--- config.mk ---
export PLATFORM = sky130hd
export DESIGN_NAME = writeback_stage_param
export DESIGN_NICKNAME = d
export VERILOG_FILES = /design/src/rtl/wb_pkg.sv /design/src/rtl/wb_load_extend.sv /design/src/rtl/writeback_stage_param.sv
export SDC_FILE = /design/constraint.sdc
export NUM_CORES = 1
export LEC_CHECK = 0
export CAP_MARGIN = 20
export CORE_MARGIN = 4
export CORE_UTILIZATION = 38
export DETAILED_ROUTE_END_ITERATION = 6
export PLACE_DENSITY = 0.78
export SLEW_MARGIN = 20
export SYNTH_ARGS = -nofsm -noshare
export SYNTH_HDL_FRONTEND = slang
export SYNTH_SLANG_ARGS = --single-unit
--- constraint.sdc ---
create_clock -name clk -period 1.6 [get_ports clk]
set_clock_uncertainty 0.05 [all_clocks]
set_input_delay 0.24 -clock clk [delete_from_list [all_inputs] [get_ports clk]]
set_output_delay 0.24 -clock clk [all_outputs]
set_load 0.01 [all_outputs]
--- src/rtl/wb_pkg.sv ---
// Shared types and default sizing for the writeback stage.
package wb_pkg;

  typedef enum logic [1:0] {
    RES_ALU = 2'b00,
    RES_MEM = 2'b01,
    RES_PC4 = 2'b10,
    RES_IMM = 2'b11
  } result_src_e;

  typedef enum logic [1:0] {
    LS_B = 2'b00,
    LS_H = 2'b01,
    LS_W = 2'b10,
    LS_D = 2'b11
  } load_size_e;

  localparam int unsigned XLEN_DEF       = 32;
  localparam int unsigned REG_ADDR_W_DEF = 5;
  localparam int unsigned CNT_W_DEF      = 32;

endpackage

--- src/rtl/wb_load_extend.sv ---
// Sub-word load extraction with sign/zero extension and alignment check.
module wb_load_extend
  import wb_pkg::*;
#(
  parameter int unsigned XLEN = XLEN_DEF,
  localparam int unsigned OFF_W = $clog2(XLEN / 8)
) (
  input  logic [XLEN-1:0]  rawData,
  input  logic [OFF_W-1:0] off,
  input  load_size_e       size,
  input  logic             isUnsigned,
  output logic [XLEN-1:0]  extData,
  output logic             misaligned
);

  logic [XLEN-1:0] shifted;

  // Shifting instead of indexed part-select keeps misaligned offsets in range.
  always_comb begin
    shifted    = rawData >> {off, 3'b000};
    extData    = '0;
    misaligned = 1'b0;
    unique case (size)
      LS_B: extData = isUnsigned ? XLEN'(shifted[7:0])
                                 : XLEN'($signed(shifted[7:0]));
      LS_H: begin
        misaligned = off[0];
        extData    = isUnsigned ? XLEN'(shifted[15:0])
                                : XLEN'($signed(shifted[15:0]));
      end
      LS_W: begin
        misaligned = |off[1:0];
        extData    = isUnsigned ? XLEN'(shifted[31:0])
                                : XLEN'($signed(shifted[31:0]));
      end
      LS_D: begin
        misaligned = (XLEN == 32) || (off != '0);
        extData    = shifted;
      end
      default: extData = '0;
    endcase
  end

endmodule

--- src/rtl/writeback_stage_param.sv ---
// MEM/WB pipeline register, result select, regfile write gating and retire counter.
module writeback_stage_param
  import wb_pkg::*;
#(
  parameter int unsigned XLEN       = XLEN_DEF,
  parameter int unsigned REG_ADDR_W = REG_ADDR_W_DEF,
  parameter int unsigned CNT_W      = CNT_W_DEF,
  localparam int unsigned OFF_W     = $clog2(XLEN / 8)
) (
  input  logic                  clk,
  input  logic                  rst,
  input  logic                  stall_w,
  input  logic                  flush_w,
  input  logic                  valid_m,
  input  logic                  reg_write_m,
  input  logic [1:0]            result_src_m,
  input  logic [1:0]            load_size_m,
  input  logic                  load_unsigned_m,
  input  logic [REG_ADDR_W-1:0] rd_m,
  input  logic [XLEN-1:0]       alu_result_m,
  input  logic [XLEN-1:0]       read_data_m,
  input  logic [XLEN-1:0]       pc_plus4_m,
  input  logic [XLEN-1:0]       imm_ext_m,
  output logic [XLEN-1:0]       result_w,
  output logic [REG_ADDR_W-1:0] rd_w,
  output logic                  reg_write_w,
  output logic                  valid_w,
  output logic                  misaligned_w,
  output logic [CNT_W-1:0]      retire_count
);

  logic [XLEN-1:0]       loadData;
  logic                  loadMis;
  logic [XLEN-1:0]       resultM;
  logic                  misM;

  logic                  validQ;
  logic                  regWriteQ;
  logic                  misQ;
  logic [REG_ADDR_W-1:0] rdQ;
  logic [XLEN-1:0]       resultQ;
  logic [CNT_W-1:0]      retireQ;

  wb_load_extend #(.XLEN(XLEN)) uLoadExtend (
    .rawData    (read_data_m),
    .off        (alu_result_m[OFF_W-1:0]),
    .size       (load_size_e'(load_size_m)),
    .isUnsigned (load_unsigned_m),
    .extData    (loadData),
    .misaligned (loadMis)
  );

  // Result selected before the register so W outputs depend only on flops.
  always_comb begin
    misM    = 1'b0;
    resultM = alu_result_m;
    unique case (result_src_e'(result_src_m))
      RES_ALU: resultM = alu_result_m;
      RES_MEM: begin
        misM    = loadMis;
        resultM = loadData;
      end
      RES_PC4: resultM = pc_plus4_m;
      RES_IMM: resultM = imm_ext_m;
      default: resultM = alu_result_m;
    endcase
  end

  always_ff @(posedge clk) begin
    if (rst) begin
      validQ    <= 1'b0;
      regWriteQ <= 1'b0;
      misQ      <= 1'b0;
      rdQ       <= '0;
      resultQ   <= '0;
    end else if (flush_w) begin
      validQ    <= 1'b0;
      regWriteQ <= 1'b0;
      misQ      <= 1'b0;
    end else if (!stall_w) begin
      validQ    <= valid_m;
      regWriteQ <= reg_write_m;
      misQ      <= misM;
      rdQ       <= rd_m;
      resultQ   <= resultM;
    end
  end

  // A stalled instruction retires once, on the edge that releases it.
  always_ff @(posedge clk) begin
    if (rst) begin
      retireQ <= '0;
    end else if (validQ && !stall_w) begin
      retireQ <= retireQ + CNT_W'(1);
    end
  end

  assign result_w     = misQ ? '0 : resultQ;
  assign rd_w         = rdQ;
  assign valid_w      = validQ;
  assign misaligned_w = misQ;
  assign reg_write_w  = validQ & regWriteQ & ~misQ & (rdQ != '0);
  assign retire_count = retireQ;

endmodule

==> results of run 1 <==
==> worst max-delay path, stage by stage (launching register included) <==
cell and delay [ps]:
dfxtp_4 360, ha_4 130, nand4b_1 160, or4_4 510, nor4_4 180, mux2_4 320
==> flip-flops by register name, indices dropped and copies added, names as in the netlist <==
name	flops
regWriteQ	1
misaligned_w	1
retire_count	32
valid_w	1
rd_w	5
resultQ	32
==> power groups by stage <==
stage | registers, W | clock network (W) | logic [W]
after global routing | 0.00189 | 0.00250 | 0.00142
final | 0.00189 | 0.00242 | 0.00134
after global placement | 0.00192 | 0 | 0.00128
after detailed placement | 0.00192 | 0 | 0.00131
after CTS | 0.00188 | 0.00244 | 0.00128
after floorplan | 0.00191 | 0 | 0.000530
==> cells by family after synthesis <==
logic type      Yosys count  share of synthesized area
compound gates          135                      0.204
xor+xnor                 12                     0.0227
fa+ha+maj                 1                    0.00271
buf+inv                  59                     0.0533
flops                    72                      0.312
mux                      57                      0.168
simple gates            207                      0.238
==> metal layers <==
metal  GRT usage  vias to the layer above  wire, um
met5           0                        -         0
met4       0.121                        0       760
met3      0.0569                       68      1490
met2       0.480                      311     10300
met1       0.302                     2839      7680
li1            -                     2697         -
==> metrics by stage <==
step	hold WS (ps)	util	cells	power, W
2_1_floorplan	262	-	543	0.00244
3_5_place_dp	404	0.657	983	0.00323
5_1_grt	386	0.727	1021	0.00581
3_3_place_gp	387	0.657	983	0.00320
4_1_cts	385	0.702	1005	0.00560
6_report	362	0.727	1021	0.00564
==> layout make-up <==
cell class / instances / area [um^2] / area share
Timing Repair Buffer: 357 / 3330 / 0.383
Inverter: 15 / 56.3 / 0.00647
Antenna cell: 2 / 5.00 / 0.000575
Clock buffer: 12 / 258 / 0.0296
Clock inverter: 4 / 98.8 / 0.0114
Tap cell: 147 / 184 / 0.0211
Sequential cell: 72 / 1490 / 0.171
Multi-Input combinational cell: 412 / 3280 / 0.377
==> placed cells by master (no fill, tap or decap), drive strengths merged, types with 8 or more instances in the layout <==
| master | instances |
|---|---|
| dfxtp | 72 |
| o21ai | 16 |
| nand2b | 10 |
| nor2 | 53 |
| mux4 | 14 |
| nand3 | 8 |
| a22oi | 8 |
| clkdlybuf4s50 | 116 |
| o32ai | 17 |
| clkbuf | 23 |
| buf | 143 |
| mux2 | 23 |
| o22ai | 14 |
| dlygate4sd2 | 63 |
| nand2 | 38 |
| dlymetal6s2s | 20 |
| a21oi | 38 |
| mux2i | 20 |
| inv | 15 |
| a221oi | 23 |
| nor2b | 39 |
| or3 | 8 |
| nand4 | 16 |
==> repair_timing <==
action | in CTS | in global routing
setup endpoints to repair | 113 | 77
resized for setup | 131 | 87
buffers inserted | 5 | 11
hold buffers | 0 | 0
pin swaps | 15 | 20
cloned | 1 | 4
==> worst min path at each step <==
stage | to
CTS | retire_count[4]
global placement | resultQ[1]
detailed placement | resultQ[1]
global route | resultQ[31]
finish | resultQ[31]
floorplan | valid_w
==> results.ini, run 1 <==
[logic_synthesis]
synth_edf_count=0
synth_most_common_cell=dfxtp_1
ys_seq_area_frac=0.312
synthTopCellsByArea=dfxtp_1, mux4_2, mux2_2
synthFlopType=dfxtp_1
yosysUniqueCellTypes=49
yosys.area.top_type=dfxtp_1
synth_warnings=0
synth_top_area_share=0.312
synth-seq-cells=72
avgSynthCellArea_um2=8.51
syn-num-nets=688
synth_common_cells=dfxtp_1, nor2_1, nor2b_1
synthCells=543
mappedNetlistArea_um2=4620
async_reset_ff_frac=0

[power]
p_int_w=0.00424
power_frac_clock=0.429
ir_drop_v=0.000463
p_seq_frac=0.335
switching_power_w=0.00140
powerDensity_nw_per_um2=649
leakagePower_nw=3.94
switching_share=0.248
p_comb_frac=0.237

[drt]
detail_route.wl_per_cell_um=19.8
drt_first_pass_iters=6
detail-route-antenna-nets=0
drt_wl_total_mm=20.2
viasPerCell=5.79
vias=5915
drc_errors=0
dr.first_iter.drc_count=364

[timing]
finalCriticalPeriod_ps=1830
relSlewSlack=0.692
worstMarginPinSlew_ps=460
min_period_over_period=1.14
layout_setup_ws_ps=-231
setup_violations=18
hold_viol=0
tns_ps=-1770
fmax_mhz=546
rsz0062_at_grt=true
maxSlewViolCount=0

[setup_path]
regToRegStartpoint=retire_count[0]
critPathKind=reg -> reg
r2r-end=retire_count[28]
critPathLaunch=retire_count[0]
worstPathRequired_ps=1770
start_kind=flip-flop
cp-end-kind=flip-flop
worst_ep_arrival_time_ps=2000
crit_path_end=retire_count[28]
r2r_slack_ps=-230
crit_fanout=5
r2r_cells=5

[placed_design]
place_hpwl_mm=15.1
placed_cell_area_um2=7860
io_buffers=215
place_congestion=0.945
place_ws_ps=-750

[clock_tree]
insertion_delay_ps=330
root_buffer=clkbuf_16
cts_buffers=9
htreeDepth=3
clock_sinks=72
path_clk_slew_ps=60
cts_max_path_buffers=2
cts_tree=yes

[grt]
grt_max_degree=80
grt_antenna_before_repair=2
grt-ovfl-total=0
grt_pass1_vias=5963
grt_first_pass_wirelength_mm=30.2
grt_usage=0.267

[floorplan]
die-height_um=118
io_pins=216
coreArea_um2=12000
start_util=0.387
rows=40
dieArea_um2=14000
die_w_um=118

[hold_path]
hold_depth=4
worstHoldStart=read_data_m[31]
hp-class=in -> reg

[layout]
synthToLayoutAreaGrowth_pct=88.2
fill_cells=874
drive_above_1_share=0.322
fin_nets=1012
fin_area_um2=8700

[run]
maxCapViolCount=0

[status]
violations=negative setup slack
status=finished, violations left

No activity file was read; power rests on OpenSTA's default activity.
==> inputs of run 2 (changes only) <==
Settings changed: ABC_CLOCK_PERIOD_IN_PS set to 1600.
==> results of run 2 <==
The final DEF is identical to that of run 1; final timing and power are the same.
